`src/rtl/fft_pkg.sv`:
```
// Shared types and constants for the 16-point radix-2 FFT sequencer.
package fft_pkg;

  localparam int unsigned N     = 16;
  localparam int unsigned LOG2N = 4;
  localparam int unsigned TW_W  = 3;

  typedef logic [LOG2N-1:0] addr_t;
  typedef logic [TW_W-1:0]  tw_t;

  localparam addr_t LastIdx = addr_t'(N - 1);

  typedef enum logic [2:0] {
    StIdle,
    StLoad,
    StCalc,
    StDrain,
    StOut
  } state_e;

  function automatic addr_t bitrev4(input addr_t v);
    return {v[0], v[1], v[2], v[3]};
  endfunction

endpackage

```
`src/rtl/fft_seq_ctrl_if.sv`:
```
// Handshake/bus bundle between the FFT sequencer (master) and its datapath/consumer (slave).
interface fft_seq_ctrl_if import fft_pkg::*; ();

  logic       fir_valid;
  logic       ld_we;
  addr_t      ld_addr;
  logic       bf_go;
  addr_t      bf_a;
  addr_t      bf_b;
  tw_t        tw_idx;
  logic       out_valid;
  addr_t      out_addr;
  logic       out_ready;
  logic       busy;
  logic [1:0] stage;
  logic       done;
  logic       ovr;
  logic       ovr_clr;

  modport master (
    input  fir_valid, out_ready, ovr_clr,
    output ld_we, ld_addr, bf_go, bf_a, bf_b, tw_idx,
    output out_valid, out_addr, busy, stage, done, ovr
  );

  modport slave (
    output fir_valid, out_ready, ovr_clr,
    input  ld_we, ld_addr, bf_go, bf_a, bf_b, tw_idx,
    input  out_valid, out_addr, busy, stage, done, ovr
  );

endinterface

```
`src/rtl/fft_addr_gen.sv`:
```
// Combinational butterfly address/twiddle generator for one (stage, k) pair.
module fft_addr_gen import fft_pkg::*; (
  input  logic [1:0] stage,
  input  logic [2:0] k,
  output addr_t      bf_a,
  output addr_t      bf_b,
  output tw_t        tw_idx
);

  addr_t half;
  addr_t j;
  addr_t g;
  addr_t base;

  // half = 8>>stage, so k/half and 2*g*half reduce to shifts by (3-stage) and (4-stage).
  always_comb begin
    half   = addr_t'(4'd8 >> stage);
    j      = {1'b0, k} & (half - 4'd1);
    g      = {1'b0, k} >> (2'd3 - stage);
    base   = g << (3'd4 - {1'b0, stage});
    bf_a   = base | j;
    bf_b   = bf_a + half;
    tw_idx = tw_t'(j << stage);
  end

endmodule

```
`src/rtl/fft_seq_ctrl.sv`:
```
// Load/compute/drain/unload sequencer for a 16-point in-place FFT.
// Define FFT_SEQ_CTRL_BITREV_EN to emit results in natural frequency order.
module fft_seq_ctrl import fft_pkg::*; #(
  parameter int unsigned BF_LAT = 2
) (
  input logic            clk,
  input logic            rst,
  fft_seq_ctrl_if.master bus
);

  localparam logic [2:0] DrainLast = 3'(BF_LAT - 1);

  state_e     state_q;
  addr_t      cnt_q;
  addr_t      idx_q;
  logic [1:0] stage_q;
  logic [2:0] k_q;
  logic [2:0] drain_q;
  logic       done_q;
  logic       ovr_q;

  logic       accept;
  logic       calc;
  addr_t      gen_a;
  addr_t      gen_b;
  tw_t        gen_tw;
  addr_t      out_map;

  // The done cycle sits in IDLE but still refuses samples.
  assign accept = (state_q == StIdle && !done_q) || state_q == StLoad;
  assign calc   = state_q == StCalc;

  fft_addr_gen u_addr_gen (
    .stage  (stage_q),
    .k      (k_q),
    .bf_a   (gen_a),
    .bf_b   (gen_b),
    .tw_idx (gen_tw)
  );

`ifdef FFT_SEQ_CTRL_BITREV_EN
  assign out_map = bitrev4(idx_q);
`else
  assign out_map = idx_q;
`endif

  always_ff @(posedge clk or negedge rst) begin
    if (!rst) begin
      state_q <= StIdle;
      cnt_q   <= '0;
      idx_q   <= '0;
      stage_q <= '0;
      k_q     <= '0;
      drain_q <= '0;
      done_q  <= 1'b0;
      ovr_q   <= 1'b0;
    end else begin
      done_q <= 1'b0;
      if (bus.fir_valid && !accept) begin
        ovr_q <= 1'b1;
      end else if (bus.ovr_clr) begin
        ovr_q <= 1'b0;
      end

      unique case (state_q)
        StIdle: begin
          if (bus.fir_valid && accept) begin
            state_q <= StLoad;
            cnt_q   <= addr_t'(1);
          end
        end
        StLoad: begin
          if (bus.fir_valid) begin
            if (cnt_q == LastIdx) begin
              state_q <= StCalc;
              cnt_q   <= '0;
              stage_q <= '0;
              k_q     <= '0;
            end else begin
              cnt_q <= cnt_q + 1'b1;
            end
          end
        end
        StCalc: begin
          k_q <= k_q + 1'b1;
          if (k_q == 3'd7) begin
            state_q <= StDrain;
            drain_q <= '0;
          end
        end
        StDrain: begin
          if (drain_q == DrainLast) begin
            if (stage_q == 2'd3) begin
              state_q <= StOut;
              stage_q <= '0;
              idx_q   <= '0;
            end else begin
              state_q <= StCalc;
              stage_q <= stage_q + 1'b1;
              k_q     <= '0;
            end
          end else begin
            drain_q <= drain_q + 1'b1;
          end
        end
        StOut: begin
          if (bus.out_ready) begin
            if (idx_q == LastIdx) begin
              state_q <= StIdle;
              idx_q   <= '0;
              done_q  <= 1'b1;
            end else begin
              idx_q <= idx_q + 1'b1;
            end
          end
        end
        default: state_q <= StIdle;
      endcase
    end
  end

  // ld_we is gated by rst so every output is low while reset is held.
  always_comb begin
    bus.ld_we     = rst && bus.fir_valid && accept;
    bus.ld_addr   = cnt_q;
    bus.bf_go     = calc;
    bus.bf_a      = calc ? gen_a : '0;
    bus.bf_b      = calc ? gen_b : '0;
    bus.tw_idx    = calc ? gen_tw : '0;
    bus.out_valid = state_q == StOut;
    bus.out_addr  = (state_q == StOut) ? out_map : '0;
    bus.busy      = state_q != StIdle;
    bus.stage     = stage_q;
    bus.done      = done_q;
    bus.ovr       = ovr_q;
  end

endmodule

```
`src/flat_wrapper.sv`:
```
// flat-port wrapper written by rule: the top's interface ports become plain ports
module fft_seq_ctrl_flat import fft_pkg::*;
#(
  parameter int unsigned BF_LAT = 2
)
  (clk, rst, bus_fir_valid, bus_out_ready, bus_ovr_clr, bus_ld_we, bus_ld_addr, bus_bf_go, bus_bf_a, bus_bf_b, bus_tw_idx, bus_out_valid, bus_out_addr, bus_busy, bus_stage, bus_done, bus_ovr);
  fft_seq_ctrl_if bus_i ();
  input logic clk;
  input logic rst;
  input wire logic [$bits(bus_i.fir_valid)-1:0] bus_fir_valid;
  input wire logic [$bits(bus_i.out_ready)-1:0] bus_out_ready;
  input wire logic [$bits(bus_i.ovr_clr)-1:0] bus_ovr_clr;
  output wire logic [$bits(bus_i.ld_we)-1:0] bus_ld_we;
  output wire logic [$bits(bus_i.ld_addr)-1:0] bus_ld_addr;
  output wire logic [$bits(bus_i.bf_go)-1:0] bus_bf_go;
  output wire logic [$bits(bus_i.bf_a)-1:0] bus_bf_a;
  output wire logic [$bits(bus_i.bf_b)-1:0] bus_bf_b;
  output wire logic [$bits(bus_i.tw_idx)-1:0] bus_tw_idx;
  output wire logic [$bits(bus_i.out_valid)-1:0] bus_out_valid;
  output wire logic [$bits(bus_i.out_addr)-1:0] bus_out_addr;
  output wire logic [$bits(bus_i.busy)-1:0] bus_busy;
  output wire logic [$bits(bus_i.stage)-1:0] bus_stage;
  output wire logic [$bits(bus_i.done)-1:0] bus_done;
  output wire logic [$bits(bus_i.ovr)-1:0] bus_ovr;
  assign bus_i.fir_valid = bus_fir_valid;
  assign bus_i.out_ready = bus_out_ready;
  assign bus_i.ovr_clr = bus_ovr_clr;
  assign bus_ld_we = bus_i.ld_we;
  assign bus_ld_addr = bus_i.ld_addr;
  assign bus_bf_go = bus_i.bf_go;
  assign bus_bf_a = bus_i.bf_a;
  assign bus_bf_b = bus_i.bf_b;
  assign bus_tw_idx = bus_i.tw_idx;
  assign bus_out_valid = bus_i.out_valid;
  assign bus_out_addr = bus_i.out_addr;
  assign bus_busy = bus_i.busy;
  assign bus_stage = bus_i.stage;
  assign bus_done = bus_i.done;
  assign bus_ovr = bus_i.ovr;
  fft_seq_ctrl #(.BF_LAT(BF_LAT)) u_core (.clk(clk), .rst(rst), .bus(bus_i));
endmodule
```
`config.mk`:
```
export PLATFORM = sky130hd
export DESIGN_NAME = fft_seq_ctrl_flat
export DESIGN_NICKNAME = d
export VERILOG_FILES = /design/src/rtl/fft_pkg.sv /design/src/rtl/fft_seq_ctrl_if.sv /design/src/rtl/fft_addr_gen.sv /design/src/rtl/fft_seq_ctrl.sv /design/src/flat_wrapper.sv
export SDC_FILE = /design/constraint.sdc
export NUM_CORES = 1
export LEC_CHECK = 0
export CAP_MARGIN = 30
export CORE_ASPECT_RATIO = 0.6
export CORE_MARGIN = 2
export CORE_UTILIZATION = 47
export DETAILED_ROUTE_END_ITERATION = 8
export PLACE_DENSITY_LB_ADDON = 0.05
export SYNTH_ARGS = -nofsm -noshare
export SYNTH_HDL_FRONTEND = slang
export SYNTH_SLANG_ARGS = --single-unit
```
`constraint.sdc`:
```
create_clock -name clk -period 2.4 [get_ports clk]
set_clock_uncertainty 0.05 [all_clocks]
set_input_delay 0.24 -clock clk [delete_from_list [all_inputs] [get_ports clk]]
set_output_delay 0.24 -clock clk [all_outputs]
set_load 0.005 [all_outputs]
```
## Word-level counts from Yosys, hierarchy flattened

Index checks and enable logic that the tools add are counted.

| cells by class | value |
|---|---|
| eq/ne operators | 19 |
| shift operators | 4 |
| $add $sub $neg | 9 |
| bitwise logic cells | 2 |
| mux-type cells | 40 |
| reductions and logical operators | 22 |

Operators by type and width:

| cell | count |
|---|---|
| 3-bit two-way mux | 15 |
| 4-bit two-way mux | 10 |
| 4-bit case mux with 2 select lines | 2 |
| 3-bit case mux with 5 select lines | 1 |
| 2-bit != test (second input constant) | 7 |
| 2-bit nonzero test | 5 |
| 3-bit case mux with 3 select lines | 1 |
| 4-bit by 1-bit adder with 4-bit output (second input constant) | 2 |
| 4-bit equality test (second input constant) | 2 |
| 2-bit two-way mux | 4 |
| 4-bit AND reduction | 2 |
| 7-bit AND reduction | 1 |
| 3-bit by 1-bit adder with 3-bit output (second input constant) | 2 |
| 3-bit by 1-bit equality test with 1-bit output (second input constant) | 2 |
| 3-bit by 2-bit equality test with 1-bit output (second input constant) | 2 |
| 3-bit equality test (second input constant) | 2 |
| 2-bit by 1-bit != test with 1-bit output (second input constant) | 3 |
| 3-bit case mux with 2 select lines | 1 |
| 3-bit AND reduction | 2 |
| 3-bit nonzero test | 2 |
| 1-bit logical AND | 5 |
| 1-bit two-way mux | 5 |
| 5-bit AND reduction | 1 |
| 4-bit adder | 1 |
| other kinds (15) | 16 |

| storage, ports and cells | value |
|---|---|
| bits in registers | 21 |
| input bits | 5 |
| logic and storage cells | 104 |

## Depth between registers and ports, before layout

| logic depth | value |
|---|---|
| depth in word-level cells | 6 |
| depth in mapped cells | 12 |

## Modules after synthesis

Synthesis repeated with hierarchy kept, for this count alone.

| second synthesis, totals | value |
|---|---|
| cells, all modules | 191 |
| area total of the unflattened synthesis | 1735.4 µm² |

By module, submodules not included:

| module | cells an instance | area an instance (µm²) | times used | seq. area each (µm²) |
|---|---|---|---|---|
| fft_seq_ctrl | 147 | 1387.6 | 1 | 525.5 |
| fft_addr_gen | 44 | 347.8 | 1 | 0.0 |

## Least setup slack after synthesis

Ideal clock, no wire load.

| timing | value |
|---|---|
| path kind | register to output |
| start point | register u_core.stage_q[0], in the netlist u_core.bus.stage[0] |
| end point | output bus_bf_b[2] |
| cell stages (with the launch flop) | 11 |
| data required time | 2110 ps |
| slack | -132 ps |
| path buffers | 2 |
| arrival time | 2242 ps |
| cells stage by stage | dfrtp_1 -> buf_2 -> inv_2 -> ha_1 -> clkbuf_1 -> o31ai_1 -> ha_1 -> inv_1 -> fa_1 -> xor2_1 -> nor2_1 |

| on the way | value |
|---|---|
| word-level cells in the longest chain between the ends | 6 |
| elaborated cells on any way between the ends | 10 |

RTL lines:

| what | RTL line | source |
|---|---|---|
| from (decl) | fft_seq_ctrl.sv:16 | `logic [1:0] stage_q;` |
| from (signal assigned) | fft_seq_ctrl.sv:99 | `stage_q <= stage_q + 1'b1;` |
| 2-bit subtractor / 4-bit by 2-bit right shift with 4-bit output (equally long branches) | fft_addr_gen.sv:19, fft_addr_gen.sv:17 |  |
| 3-bit by 2-bit right shift with 4-bit output / 4-bit by 1-bit subtractor with 4-bit output (equally long branches) | fft_addr_gen.sv:19, fft_addr_gen.sv:18 |  |
| 4-bit by 3-bit << shifter with 4-bit output / 3-bit by 4-bit bitwise AND with 4-bit output (equally long branches) | fft_addr_gen.sv:20, fft_addr_gen.sv:18 |  |
| 4-bit bitwise OR | fft_addr_gen.sv:21 | `bf_a = base \| j;` |
| 4-bit adder * | fft_addr_gen.sv:22 | `bf_b = bf_a + half;` |
| 4-bit two-way mux * | fft_seq_ctrl.sv:128 | `bus.bf_b = calc ? gen_b : '0;` |
| to (decl) | flat_wrapper.sv:17 | `output wire logic [$bits(bus_i.bf_b)-1:0] bus_bf_b;` |

Every way passes the cells marked *; elsewhere a longest branch is shown, timed or not.

## Worst setup path after layout

| timing | value |
|---|---|
| start point | register u_core.stage_q[1], in the netlist u_core.bus.stage[1] |
| end point | output bus_bf_b[3] |

Same word-level chain as after synthesis.

==> impl_metrics.toml <==
[run_status]
status = "finished, violations left"
violations = "negative setup slack"

[logic_synthesis]
synth_edf_count = 0
ys.flop_type = "dfrtp_1"
synthArstFlopShare_pct = 100
synth_seq_area_share_pct = 31.4
netlist_area_mm2 = 0.00167
yosysUniqueCellTypes = 52
yosys_register_bits = 21
synth.avg_cell_area_um2 = 8.99
syn_nets = 206
yosysWarnings = 0
syn_inst = 186

[layout]
final_cell_mix = "buf_4 (37), clkdlybuf4s50_1 (22), dfrtp_1 (20), nand2_1 (17)"
fillers = 251
final_util_pct = 74.5
seq_area_um2 = 527
nets = 274
syn2layout_area_growth_pct = 48.0
multi_input_area_mm2 = 0.00115
fin_cells = 298
drive_above_1_share_pct = 32.4
n_antenna_cell = 0
final_common_cell = "buf_4"

[route]
ant_nets = 0
dr.first_iter.drc_count = 142
via_per_inst = 5.48
wl_per_cell_um = 15.8
drc = 0
num_vias = 1632
dr.pass1.iters = 4
drt-total-wl_mm = 4.70

[floorplanning]
initial_core_util_pct = 50.3
fp-row-count = 16
dieArea_mm2 = 0.00407
die_y_um = 50.2
core-area_mm2 = 0.00332
die_x_um = 81.0
ios = 32

[place]
dp_cells = 282
hpwl_mm = 3.33
gp_congestion = 0.891
portBuffers = 31

[clock_tree]
cts_buffer_depth = 2
clock-sinks = 21
cts_buffers = 3
clkLatencyLatePin_ns = 0.27
h-tree-depth = 1
clkSlewWorstSetupHoldPaths_ns = 0.08
cts-root-buf = "clkbuf_8"
cts_tree = "built"

[timing]
layout_setup_ws_ns = -0.383
worst_pin_slew_ns = 0.449
fmax_mhz = 359
rsz0062_at_grt = "true"
hold_ws_ns = 0.284
post-route-min-period_ns = 2.78
fin_crit_sh_pct = 116
fin_setup_tns_ns = -1.26
drv_slew = 0
finalHoldViolations = 0
setup_viol = 4
slew-limit-headroom_pct = 70.0

[global_routing]
grt_pass1_wl_mm = 7.26
track_usage_pct = 23.7
grt_start_max_net_pins = 22
antenna_found_initial = 0
grt-ovfl-total = 0
grt_pass1_vias = 1515

[setup_path]
critPathMaxFanout = 3
cp.arrival_ns = 2.49
reg2regPathDepth = 7
startpoint_type = "flip-flop"
crit_type = "reg2out"
r2r-start = "u_core.k_q[1]"
regToRegSetupSlack_ns = 0.52
worstSetupEndpointType = "output pin"
required_ns = 2.11
r2r-end = "u_core.state_q[2]"

[flow_run]
cap_viol_max_count = 0

[power]
power.static_leakage_nw = 1.16
p_per_area_mw_per_mm2 = 1210
peakVddDrop_uv = 690
finalPower_w = 0.00298

[hold_path]
hp-class = "in2async"
## flip-flops by register name, indices dropped and copies added (netlist names)
| signal | count |
|---|---|
| u_core.bus.ovr | 1 |
| u_core.k_q | 3 |
| u_core.bus.stage | 2 |
| u_core.drain_q | 3 |
| u_core.state_q | 3 |
| u_core.bus.done | 1 |
| u_core.bus.ld_addr | 4 |
| u_core.idx_q | 4 |
## worst max-delay path by stage
stage | from | endpoint | cells after the start
2_1_floorplan | u_core.bus.stage[0] | bus_bf_b[3] | 11
5_1_grt | u_core.bus.stage[1] | bus_bf_b[3] | 11
4_1_cts | u_core.bus.stage[1] | bus_bf_b[3] | 11
3_5_place_dp | u_core.bus.stage[1] | bus_bf_b[3] | 12
6_report | u_core.bus.stage[1] | bus_bf_b[3] | 11
3_3_place_gp | u_core.bus.stage[1] | bus_bf_b[2] | 11
## cells in the mapped netlist, types with 4 or more instances
| cell | number | area [um2] |
|---|---|---|
| o21ai_1 | 6 | 30.0 |
| dfrtp_1 | 21 | 526 |
| nand2_1 | 17 | 63.8 |
| nor2b_1 | 4 | 25.0 |
| nor2_1 | 9 | 33.8 |
| o21ai_0 | 5 | 25.0 |
| buf_2 | 5 | 25.0 |
| a22o_1 | 5 | 43.8 |
| inv_1 | 13 | 48.8 |
| nand3_1 | 11 | 55.1 |
| and2_1 | 8 | 50.1 |
| ha_1 | 14 | 175 |
| a31oi_1 | 4 | 25.0 |
| nand2b_1 | 4 | 25.0 |
## stage by stage
stage / cell area (um2) / setup slack [ns]
floorplan: 1690 / -0.00421
finish: 2480 / -0.383
global route: 2480 / -0.449
detailed placement: 2210 / -0.570
CTS: 2330 / -0.358
global placement: 2210 / -0.464
## routing by layer
metal | GRT usage, % | part of all wire [%] | wire length, um
met5 | 0 | 0 | 0
met4 | 5.08 | 0.51 | 24
met3 | 4.32 | 6.4 | 300
met2 | 35.7 | 45 | 2120
met1 | 35.5 | 48 | 2260
## cells by family (layout without fill, tap and decap cells)
logic type | Yosys count | count (layout) | share of synthesized area [%]
AND/OR/NAND/NOR | 72 | 72 | 24.5
adder cells (fa/ha/maj) | 15 | 15 | 11.7
AO/OA/AOI/OAI | 43 | 43 | 19.6
XOR/XNOR | 4 | 4 | 2.09
flip-flops | 21 | 21 | 31.4
buffers and inverters | 25 | 92 | 6.88
multiplexers | 6 | 6 | 3.81
## layout make-up
class | instances | area share [%]
clock buffers | 3 | 1.67
clock inverters | 1 | 0.202
inverters | 16 | 2.63
multi-input cells | 140 | 46.6
flip-flops and latches | 21 | 21.3
well taps | 45 | 2.27
repair buffers | 72 | 25.3
## worst max-delay path, cell delays in order (launching register included)
cell and delay (ns):
dfrtp_1 0.43, buf_6 0.14, mux2i_2 0.15, mux2_4 0.29, o31a_1 0.32, inv_1 0.07, ha_1 0.22, a21o_1 0.17
a21oi_2 0.14, xor2_1 0.15, nor2_1 0.05, buf_2 0.12
## timing repair
action / in CTS / in global routing
pin swaps: 8 / 6
buffers inserted: 4 / 8
gates resized for setup: 29 / 23
endpoints found under the setup margin: 10 / 11
hold buffers: 0 / 0
## where the power goes
group | internal (W) | switching, W
logic | 0.00114 | 0.00102
registers | 0.000465 | 0.000118
clock network | 0.000116 | 0.000127
Note: power is estimated with default switching activity, not from simulation.
